--- src/rtl/riscv_rf_wb_arbiter.sv ---
// Writeback arbiter for the two register-file write ports: the LSU owns port B
// whenever it is valid, and the remaining producers share the leftover slots round-robin.
module riscv_rf_wb_arbiter #(
  parameter int ADDR_WIDTH = 6,
  parameter int DATA_WIDTH = 32,
  parameter int TAG_WIDTH  = 1,
  parameter int NUM_REQ    = 4
) (
  input  logic                             clk,
  input  logic                             rst_n,
  input  logic                             hold_i,
  input  logic [NUM_REQ-1:0]               req_valid_i,
  output logic [NUM_REQ-1:0]               req_ready_o,
  input  logic [NUM_REQ*ADDR_WIDTH-1:0]    req_addr_i,
  input  logic [NUM_REQ*DATA_WIDTH-1:0]    req_data_i,
  input  logic [NUM_REQ*TAG_WIDTH-1:0]     req_tag_i,
  output logic                             we_a_o,
  output logic [ADDR_WIDTH-1:0]            waddr_a_o,
  output logic [DATA_WIDTH-1:0]            wdata_a_o,
  output logic [TAG_WIDTH-1:0]             wtag_a_o,
  output logic                             we_b_o,
  output logic [ADDR_WIDTH-1:0]            waddr_b_o,
  output logic [DATA_WIDTH-1:0]            wdata_b_o,
  output logic [TAG_WIDTH-1:0]             wtag_b_o
);

  localparam int IW = $clog2(NUM_REQ);

  logic [ADDR_WIDTH-1:0] addr_arr [NUM_REQ];
  logic [DATA_WIDTH-1:0] data_arr [NUM_REQ];
  logic [TAG_WIDTH-1:0]  tag_arr  [NUM_REQ];

  for (genvar g = 0; g < NUM_REQ; g++) begin : g_unpack
    assign addr_arr[g] = req_addr_i[g*ADDR_WIDTH +: ADDR_WIDTH];
    assign data_arr[g] = req_data_i[g*DATA_WIDTH +: DATA_WIDTH];
    assign tag_arr[g]  = req_tag_i[g*TAG_WIDTH +: TAG_WIDTH];
  end

  function automatic logic [IW-1:0] rr_next(input logic [IW-1:0] i);
    return (i == IW'(NUM_REQ-1)) ? IW'(1) : i + IW'(1);
  endfunction

  logic [IW-1:0]      rr_q, rr_d;
  logic [NUM_REQ-1:0] ready_p0;
  logic               gnt_a_p0, gnt_b_p0;
  logic [IW-1:0]      sel_a_p0, sel_b_p0;
  logic [IW-1:0]      idx;
  logic               conflict;

  // Stage p0: grant selection. Port B is claimed by the LSU first so the
  // round-robin scan only ever sees the slots that remain.
  always_comb begin
    ready_p0 = '0;
    gnt_a_p0 = 1'b0;
    gnt_b_p0 = 1'b0;
    sel_a_p0 = '0;
    sel_b_p0 = '0;
    rr_d     = rr_q;
    idx      = rr_q;
    conflict = 1'b0;
    if (!hold_i) begin
      if (req_valid_i[0]) begin
        ready_p0[0] = 1'b1;
        gnt_b_p0    = 1'b1;
      end
      for (int k = 0; k < NUM_REQ-1; k++) begin
        if (req_valid_i[idx] && !(gnt_a_p0 && gnt_b_p0)) begin
          conflict = (gnt_a_p0 && addr_arr[idx] == addr_arr[sel_a_p0]) ||
                     (gnt_b_p0 && addr_arr[idx] == addr_arr[sel_b_p0]);
          if (!conflict) begin
            ready_p0[idx] = 1'b1;
            if (!gnt_a_p0) begin
              gnt_a_p0 = 1'b1;
              sel_a_p0 = idx;
            end else begin
              gnt_b_p0 = 1'b1;
              sel_b_p0 = idx;
            end
            rr_d = rr_next(idx);
          end
        end
        idx = rr_next(idx);
      end
    end
  end

  assign req_ready_o = ready_p0;

  // Stage p1: registered write ports. Writes to x0 consume the slot but never
  // raise we; the payload outputs only move when a real write goes out.
  always_ff @(posedge clk or negedge rst_n) begin
    if (!rst_n) begin
      rr_q      <= IW'(1);
      we_a_o    <= 1'b0;
      waddr_a_o <= '0;
      wdata_a_o <= '0;
      wtag_a_o  <= '0;
      we_b_o    <= 1'b0;
      waddr_b_o <= '0;
      wdata_b_o <= '0;
      wtag_b_o  <= '0;
    end else begin
      rr_q   <= rr_d;
      we_a_o <= gnt_a_p0 && (addr_arr[sel_a_p0] != '0);
      we_b_o <= gnt_b_p0 && (addr_arr[sel_b_p0] != '0);
      if (gnt_a_p0 && (addr_arr[sel_a_p0] != '0)) begin
        waddr_a_o <= addr_arr[sel_a_p0];
        wdata_a_o <= data_arr[sel_a_p0];
        wtag_a_o  <= tag_arr[sel_a_p0];
      end
      if (gnt_b_p0 && (addr_arr[sel_b_p0] != '0)) begin
        waddr_b_o <= addr_arr[sel_b_p0];
        wdata_b_o <= data_arr[sel_b_p0];
        wtag_b_o  <= tag_arr[sel_b_p0];
      end
    end
  end

endmodule

--- config.mk ---
export PLATFORM = sky130hd
export DESIGN_NAME = riscv_rf_wb_arbiter
export DESIGN_NICKNAME = d
export VERILOG_FILES = /design/src/rtl/riscv_rf_wb_arbiter.sv
export SDC_FILE = /design/constraint.sdc
export NUM_CORES = 1
export LEC_CHECK = 0
export ABC_AREA = 0
export BUFFER_PORTS_ARGS = -buffer_cell sky130_fd_sc_hd__buf_2
export CELL_PAD_IN_SITES_DETAIL_PLACEMENT = 0
export CELL_PAD_IN_SITES_GLOBAL_PLACEMENT = 1
export CORE_MARGIN = 1.5
export CORE_UTILIZATION = 44
export CTS_CLUSTER_SIZE = 20
export DETAILED_ROUTE_END_ITERATION = 10
export PLACE_DENSITY_LB_ADDON = 0.1
export SETUP_SLACK_MARGIN = 0.5
export SYNTH_ARGS = -nofsm -noshare
export SYNTH_HDL_FRONTEND = slang
export SYNTH_SLANG_ARGS = --single-unit
--- constraint.sdc ---
create_clock -name clk -period 17.88 [get_ports clk]
set_input_delay 5.364 -clock clk [delete_from_list [all_inputs] [get_ports clk]]
set_output_delay 5.364 -clock clk [all_outputs]
set_load 0.1 [all_outputs]
==> run_results.csv, run 1 <==
group,metric,value,unit
die,ioPinCount,247,
detailed_routing,met1_length,10.9,mm
place,gp_congestion,0.944,
logic_synthesis,syn_area,7580,um^2
cells_and_area,syn2layout_area_growth,21.0,%
global_routing,track_usage,28.7,%
place,dp_hpwl,18.8,mm
detailed_routing,vias_per_cell,6.26,
logic_synthesis,synth_warnings,0,
logic_synthesis,yosysSeqAreaShare,27.1,%
critical_path,cpMostUsedCell,"buf_2",
logic_synthesis,syn-num-nets,807,
cells_and_area,fill_cells,1500,
timing,rsz0062_at_grt,"false",
die,die_h,134,um
detailed_routing,drc,0,
cells_and_area,diodes,0,
clock_network,clock_latency,0.36,ns
timing,relSlewSlack,22.2,%
critical_path,start_kind,"input pin",
status,outcome,"finished, final reports clean",
place,dp.cells,1043,
clock_network,cts.htree.levels,3,
flow_run,max_cap_viol_count,0,
timing,fmax,0.0646,GHz
global_routing,grt_max_degree,83,
global_routing,grt_overflow,0,
cells_and_area,nets,1003,
critical_path,cpPeakStageDelay,0.54,ns
die,coreArea,16700,um^2
die,row_count,47,
die,die_w,134,um
detailed_routing,wl,25.8,mm
cells_and_area,drive_above_1_share,53.4,%
logic_synthesis,postSynthCellCount,638,
clock_network,cts.reportedPaths.clkPinSlew,0.08,ns
timing,finalCriticalPeriod,15.48,ns
cells_and_area,multi_input_area,5180,um^2
detailed_routing,top_layer,"met4",
global_routing,grt_pass1_wl,39.3,mm
logic_synthesis,syn_area_per_cell,11.9,um^2
detailed_routing,wl_met2,12.3,mm
place,port_buffers,246,
detailed_routing,routed-wl-met3,2.17,mm
clock_network,post-cts-setup-buffers,0,
detailed_routing,antenna_left,0,
timing,setup_viol,0,
clock_network,cts_tree,"built",
timing,timing.hold.ws,0.487,ns
logic_synthesis,ys_seq_elements,82,
timing,fin_worst_skew,0.0213,ns
detailed_routing,vias,6630,
clock_network,cts_sinks,82,
detailed_routing,routedWlPerCell,24.4,um
timing,timing.final.crit_share,86.6,%
cells_and_area,final_cell_mix,"buf_2 (245), mux4_2 (86), dfrtp_1 (81)",
timing,hold_viol,0,
logic_synthesis,ys_types,76,
critical_path,required,12.52,ns
min_path,min-delay-path-class,"reg -> reg",
critical_path,crit_fanout,12,
timing,tightest_slew,1.17,ns
timing,final.setup.tns,0,ns
cells_and_area,fin_cells,1059,
clock_network,root_buffer,"clkbuf_16",
global_routing,antenna_found_initial,0,
cells_and_area,final_common_cell,"buf_2",
logic_synthesis,ys.flop_type,"dfrtp_1",
logic_synthesis,synth_edf_count,0,
detailed_routing,drtIter0Drc,420,
clock_network,cts-buffers-inserted,9,
die,die-area,18000,um^2
critical_path,arrival,10.12,ns
logic_synthesis,ys_async_sr_fraction,100,%
critical_path,cp_slowest_cell,"a311oi_2",
detailed_routing,dr.pass1.iters,5,
critical_path,cp-end-kind,"output pin",
clock_network,clockBufferDepth,2,
clock_network,ctsHoldBuffers,0,
clock_network,cts_resized,0,
critical_path,critical_path.cell_chain,"buf_2 -> xnor2_1 -> a31oi_1 -> nor3_1 -> a311oi_2 -> mux2_2 -> a2111oi_4 -> and3_1 -> o221a_1 -> a22oi_1 -> nand4_1 -> or2_1 -> nand2_1 -> a21oi_1 -> a222oi_1 -> nor2_1 -> buf_2",
global_routing,grt_pass1_vias,6628,
timing,report.final.slew_viol_count,0,
cells_and_area,seq_area,2050,um^2
die,initial_core_util,45.4,%
critical_path,path_class,"in -> out",
[flip-flops by register name (all words and copies together) (netlist names), 2 cells and up]
signal     count
waddr_a_o      6
wdata_b_o     32
wdata_a_o     32
rr_q           2
waddr_b_o      6
[path summary, 6_finish.rpt]
kind                                    start  depth (start not counted)  slack, ns              to
worst max-delay path            req_addr_i[5]                         17       2.40  req_ready_o[2]
min in group asynchronous               rst_n                          1       5.21   wdata_b_o[19]
worst min register to register  wdata_a_o[30]                          1       0.49   wdata_a_o[30]
worst min-delay path            wdata_a_o[30]                          1       0.49   wdata_a_o[30]
worst max register to register        rr_q[0]                         20       9.23   wdata_b_o[25]
max in group asynchronous               rst_n                          1      11.96   wdata_a_o[23]
[layer usage]
metal,up-vias,track usage (%)
met5,-,0
met4,0,7.95
met3,39,6.65
met2,323,46.0
met1,3356,39.2
li1,2912,-
[area by class of cell]
cell class | instances | area share [%]
Clock buffer | 9 | 2.46
Clock inverter | 7 | 0.900
Inverter | 15 | 0.614
Multi-Input combinational cell | 472 | 56.5
Sequential cell | 82 | 22.4
Tap cell | 220 | 3.00
Timing Repair Buffer | 254 | 14.1
[Yosys cell counts (all sizes together), types with 6 or more instances]
cell    number  share of area, %
a211oi       6              0.59
a21oi       21               1.4
a221oi       6              0.78
a22o         9               1.0
a31oi        6              0.66
buf         35               2.7
clkbuf      34               1.7
dfrtp       81                27
ha           6              0.99
inv         15              0.74
mux2        77                12
mux2i       40               5.3
mux4        86                26
nand2       29               1.4
nand3        8              0.53
nor2        24               1.2
nor3         6              0.40
nor3b        6              0.66
o21ai       22               1.5
o31ai        6              0.59
xnor2       29               3.6
xor2         6              0.69
[critical path: cells and delay by family]
family,cells,cell delay (ns)
buf+inv,2,0.74
mux,1,0.42
simple gates,6,1.15
xor+xnor,1,0.12
compound gates,7,2.31
[kinds of logic (layout without fill, tap and decap cells)]
family	count (synthesis)	after routing	share of synthesized area (%)
compound gates	126	126	12.8
xor+xnor	35	35	4.24
fa+ha+maj	6	6	0.991
buf+inv	84	285	5.15
flops	82	82	27.1
mux	203	203	42.9
simple gates	102	102	6.79
[per-stage QoR]
step,utilization [%],area [um^2],setup slack (ns)
2_1_floorplan,-,7580,2.62
3_3_place_gp,53.1,8860,2.58
3_5_place_dp,53.1,8860,2.50
4_1_cts,54.9,9170,2.45
5_1_grt,54.9,9170,2.08
6_report,54.9,9170,2.40
Power of run 1 is not shown: default switching activity piles up to over one toggle a cycle in this logic, so the estimate is an artifact.
==> run 2: changes to the inputs <==
--- a/config.mk
+++ b/config.mk
@@ -10,9 +10,10 @@
 export CELL_PAD_IN_SITES_DETAIL_PLACEMENT = 0
 export CELL_PAD_IN_SITES_GLOBAL_PLACEMENT = 1
 export CORE_MARGIN = 1.5
-export CORE_UTILIZATION = 44
+export CORE_UTILIZATION = 37
 export CTS_CLUSTER_SIZE = 20
 export DETAILED_ROUTE_END_ITERATION = 10
+export MAX_ROUTING_LAYER = met4
 export PLACE_DENSITY_LB_ADDON = 0.1
 export SETUP_SLACK_MARGIN = 0.5
 export SYNTH_ARGS = -nofsm -noshare
==> constraint.sdc (replaced) <==
create_clock -name clk -period 12.5 [get_ports clk]
set_input_delay 3.75 -clock clk [delete_from_list [all_inputs] [get_ports clk]]
set_output_delay 3.75 -clock clk [all_outputs]
set_load 0.1 [all_outputs]
==> run 2 against run 1 <==
Against the previous run: critical path type unchanged; clock-buffer cell count grew 1; global-route usage shrank 2.0 points; routed wire length grew 6.4%; critical path depth shrank 1; hold slack gained 0.0020 ns; utilization shrank 8.3 points.
==> run_results.csv, run 2 (synthesis gave the netlist of run 1 again) <==
group,metric,value,unit
status,outcome,"finished, final reports clean",
global_routing,grt_overflow,0,
global_routing,grt_pass1_wl,42.4,mm
critical_path,required,8.75,ns
cells_and_area,final_common_cell,"buf_2",
min_path,hp-start,"wdata_a_o[29]",
min_path,min-delay-path-class,"reg -> reg",
timing,rsz0062_at_grt,"false",
critical_path,path_class,"in -> out",
die,row_count,52,
clock_network,cts_tree,"built",
die,die_h,146,um
place,dp_hpwl,20.5,mm
clock_network,root_buffer,"clkbuf_16",
die,ioPinCount,247,
critical_path,crit_fanout,9,
timing,report.final.slew_viol_count,0,
critical_path,r2r_slack,3.73,ns
die,coreArea,20200,um^2
global_routing,track_usage,26.7,%
critical_path,crit-reg2reg-launch,"rr_q[0]",
place,gp_congestion,0.935,
clock_network,cts.htree.levels,3,
cells_and_area,drive_above_1_share,55.4,%
clock_network,cts.reportedPaths.clkPinSlew,0.09,ns
detailed_routing,vias_per_cell,5.98,
cells_and_area,syn2layout_area_growth,24.0,%
timing,fin_ws,0.733,ns
clock_network,ctsHoldBuffers,0,
critical_path,ff2ff_path_depth,20,
timing,hold_viol,0,
place,dp_slack,0.295,ns
detailed_routing,vias,6740,
place,place_area,9050,um^2
clock_network,clock_latency,0.36,ns
min_path,whs_path_depth,1,
critical_path,start_kind,"input pin",
critical_path,cp_slowest_cell,"o31ai_1",
critical_path,cpPeakStageDelay,0.66,ns
timing,fmax,0.0850,GHz
timing,relSlewSlack,20.5,%
cells_and_area,final_cell_mix,"buf_2 (241), mux4_2 (86), dfrtp_1 (81)",
detailed_routing,antenna_left,0,
clock_network,cts-buffers-inserted,9,
global_routing,antenna_found_initial,3,
critical_path,critical_path.cell_chain,"buf_2 -> xnor2_2 -> nand2_1 -> o311a_1 -> o31ai_1 -> o31a_2 -> mux2i_1 -> mux2i_1 -> xor2_1 -> nor4_1 -> nand3_1 -> nand2_1 -> a21oi_2 -> a222oi_1 -> nor2_2 -> buf_4",
detailed_routing,routedWlPerCell,24.4,um
die,die-area,21300,um^2
clock_network,cts_sinks,82,
detailed_routing,wl,27.5,mm
detailed_routing,drc,0,
flow_run,max_cap_viol_count,0,
timing,fin_worst_skew,0.0235,ns
global_routing,grt_pass1_vias,7011,
cells_and_area,fin_util,46.6,%
critical_path,arrival,8.02,ns
cells_and_area,nets,1021,
critical_path,cp-end-kind,"output pin",
detailed_routing,dr.pass1.iters,5,
cells_and_area,final_cell_area,9400,um^2
detailed_routing,drtIter0Drc,455,
critical_path,r2r_end,"wdata_a_o[24]",
global_routing,grt_max_degree,83,
cells_and_area,reg_top3,"wdata_a_o (32), wdata_b_o (32)",
timing,tightest_slew,1.19,ns
cells_and_area,fill_cells,1922,
clock_network,clockBufferDepth,2,
timing,timing.final.crit_share,94.1,%
timing,finalCriticalPeriod,11.77,ns
place,port_buffers,246,
die,die_w,146,um
min_path,min_to,"wdata_a_o[29]",
timing,final.setup.tns,0,ns
timing,setup_viol,0,
die,initial_core_util,37.6,%
## run 2: changes by cell type in the layout (fill, tap and decap cells not counted), moves of 2 or more
cell,previous run,this run
nor2_2,0,3
buf_2,245,241
nor2_1,24,21
a21oi_2,0,2
a21oi_1,20,18
buf_4,9,30
## run 2: routing by layer
layer	wire length, um	GRT usage, %
met1	11500	34.9
met2	13500	43.6
met3	2000	4.63
met4	441	5.81
met5	0	-
## run 2: area by class of cell
cell class | instances | area (um^2) | share of cell area, %
multi-input cells | 472 | 5230 | 55.7
flip-flops and latches | 82 | 2050 | 21.9
repair buffers | 272 | 1440 | 15.3
well taps | 270 | 338 | 3.60
clock buffers | 10 | 229 | 2.44
inverters | 15 | 56.3 | 0.599
clock inverters | 6 | 48.8 | 0.519
diodes | 1 | 2.50 | 0.0266
## run 2: worst max-delay path: cells and delay by family
kind | cells | cell delay (ns)
multiplexers | 2 | 0.35
buffers and inverters | 2 | 0.52
AND/OR/NAND/NOR | 5 | 1.00
AO/OA/AOI/OAI | 5 | 2.03
XOR/XNOR | 2 | 0.36
## run 2: worst max-delay path by stage
stage                         startpoint             end  cells after the start
after floorplan           req_addr_i[18]  req_ready_o[2]                     16
after global placement     req_addr_i[5]  req_ready_o[2]                     17
after detailed placement   req_addr_i[5]  req_ready_o[3]                     17
after CTS                  req_addr_i[5]  req_ready_o[2]                     17
after global routing       req_addr_i[2]  req_ready_o[3]                     18
final                      req_addr_i[6]  req_ready_o[2]                     16
## run 2: through the flow
| stage | std cells | hold WS (ns) |
|---|---|---|
| 4_1_cts | 1126 | 0.490 |
| 2_1_floorplan | 638 | 0.830 |
| 3_3_place_gp | 1109 | 0.463 |
| 3_5_place_dp | 1109 | 0.470 |
| 6_report | 1128 | 0.489 |
| 5_1_grt | 1128 | 0.512 |
## run 2: what timing repair did
item | CTS | global route
cloned | 0 | 0
gates resized for setup | 3 | 9
endpoints found under the setup margin | 3 | 3
buffers inserted | 1 | 1
pin swaps | 1 | 3
Power of run 2 is left out for the same reason.
==> run 3: changes to the inputs <==
--- a/config.mk
+++ b/config.mk
@@ -10,7 +10,7 @@
 export CELL_PAD_IN_SITES_DETAIL_PLACEMENT = 0
 export CELL_PAD_IN_SITES_GLOBAL_PLACEMENT = 1
 export CORE_MARGIN = 1.5
-export CORE_UTILIZATION = 37
+export CORE_UTILIZATION = 44
 export CTS_CLUSTER_SIZE = 20
 export DETAILED_ROUTE_END_ITERATION = 10
 export MAX_ROUTING_LAYER = met4
==> constraint.sdc (replaced) <==
create_clock -name clk -period 15.02 [get_ports clk]
set_input_delay 4.506 -clock clk [delete_from_list [all_inputs] [get_ports clk]]
set_output_delay 4.506 -clock clk [all_outputs]
set_load 0.1 [all_outputs]
==> run 3 against run 2 <==
Against the previous run: hold slack better by 0.010 ns; setup slack improved by 0.62 ns; clock skew decreased by 0.0080 ns; critical endpoint unchanged.
==> run_results.csv, run 3 (synthesis gave the netlist of run 1 again) <==
group,metric,value,unit
status,outcome,"finished, final reports clean",
die,initial_core_util,45.4,%
critical_path,required,10.51,ns
cells_and_area,nets,1004,
timing,fmax,0.0732,GHz
timing,finalCriticalPeriod,13.67,ns
place,gp_congestion,0.935,
global_routing,grt_max_degree,83,
cells_and_area,final_common_cell,"buf_2",
timing,relSlewSlack,23.2,%
clock_network,clock_latency,0.35,ns
critical_path,cp-end-kind,"output pin",
clock_network,cts-buffers-inserted,9,
die,die_h,134,um
min_path,min-delay-path-class,"reg -> reg",
cells_and_area,drive_above_1_share,53.5,%
timing,timing.final.crit_share,91.0,%
die,coreArea,16700,um^2
critical_path,start_kind,"input pin",
clock_network,ctsHoldBuffers,0,
critical_path,cp_slowest_cell,"a311oi_2",
timing,hold_viol,0,
timing,final.setup.tns,0,ns
cells_and_area,syn2layout_area_growth,21.5,%
clock_network,cts.htree.levels,3,
cells_and_area,final_cell_mix,"buf_2 (245), mux4_2 (86), dfrtp_1 (81)",
critical_path,path_buf_inv,2,
clock_network,cts_sinks,82,
global_routing,track_usage,29.1,%
flow_run,max_cap_viol_count,0,
place,dp_slack,1.42,ns
critical_path,path_class,"in -> out",
detailed_routing,dr.pass1.iters,6,
detailed_routing,routedWlPerCell,24.2,um
clock_network,cts_tree,"built",
timing,setup_viol,0,
global_routing,grt_overflow,0,
place,port_buffers,246,
die,die_w,134,um
place,dp_hpwl,18.9,mm
timing,fin_worst_skew,0.0156,ns
critical_path,cpPeakStageDelay,0.52,ns
global_routing,antenna_found_initial,0,
timing,fin_ws,1.35,ns
die,row_count,47,
clock_network,clockBufferDepth,2,
clock_network,root_buffer,"clkbuf_16",
detailed_routing,antenna_left,0,
critical_path,cpMostUsedCell,"buf_2",
global_routing,grt_pass1_vias,6581,
timing,tightest_slew,1.15,ns
detailed_routing,drc,0,
clock_network,cts_resized,0,
clock_network,cts.reportedPaths.clkPinSlew,0.07,ns
global_routing,grt_pass1_wl,38.9,mm
detailed_routing,drtIter0Drc,654,
detailed_routing,vias,6643,
critical_path,arrival,9.16,ns
clock_network,post-cts-setup-buffers,0,
die,die-area,18000,um^2
detailed_routing,vias_per_cell,6.27,
die,ioPinCount,247,
timing,rsz0062_at_grt,"false",
cells_and_area,diodes,0,
timing,report.final.slew_viol_count,0,
critical_path,critical_path.cell_chain,"buf_2 -> xnor2_1 -> a31oi_1 -> nor3_1 -> a311oi_2 -> mux2_2 -> a2111oi_4 -> and3_1 -> o221a_1 -> a22oi_1 -> nand4_1 -> or2_1 -> nand2_1 -> a21oi_1 -> a222oi_1 -> nor2_1 -> buf_2",
cells_and_area,reg_top3,"wdata_a_o (32), wdata_b_o (32)",
critical_path,crit_family,"compound AO/OA/AOI/OAI gates",
detailed_routing,wl,25.7,mm
critical_path,crit_fanout,12,
## run 3: path summary, 6_finish.rpt
path	from	endpoint	slack, ns	cells past startpoint
max	req_addr_i[0]	req_ready_o[2]	1.35	17
min	wdata_a_o[28]	wdata_a_o[28]	0.50	1
max reg2reg	rr_q[0]	wdata_b_o[24]	6.32	19
min reg2reg	wdata_a_o[28]	wdata_a_o[28]	0.50	1
max in group asynchronous	rst_n	wdata_a_o[23]	9.98	1
min in group asynchronous	rst_n	wdata_b_o[19]	4.33	1
## run 3: per-layer routing
layer  track usage [%]  routed length [um]
met1              39.6               11200
met2              45.4               12300
met3              4.99                1760
met4              7.59                 482
met5                 -                   0
## run 3: stage by stage
stage	util, %	area [um^2]	std cells	hold slack [ns]
after global routing	55.1	9210	1060	0.512
after global placement	53.1	8870	1044	0.464
after detailed placement	53.1	8870	1044	0.483
after CTS	55.1	9210	1060	0.500
final	55.1	9210	1060	0.499
after floorplan	-	7580	638	0.830
## run 3: cell type report
| type | instances | area (um^2) |
|---|---|---|
| fillers | 1496 | 7500 |
| multi-input cells | 472 | 5180 |
| flip-flops and latches | 82 | 2050 |
| repair buffers | 255 | 1300 |
| well taps | 220 | 275 |
| clock buffers | 9 | 225 |
| clock inverters | 7 | 109 |
| inverters | 15 | 56.3 |
Power of run 3 is left out for the same reason.
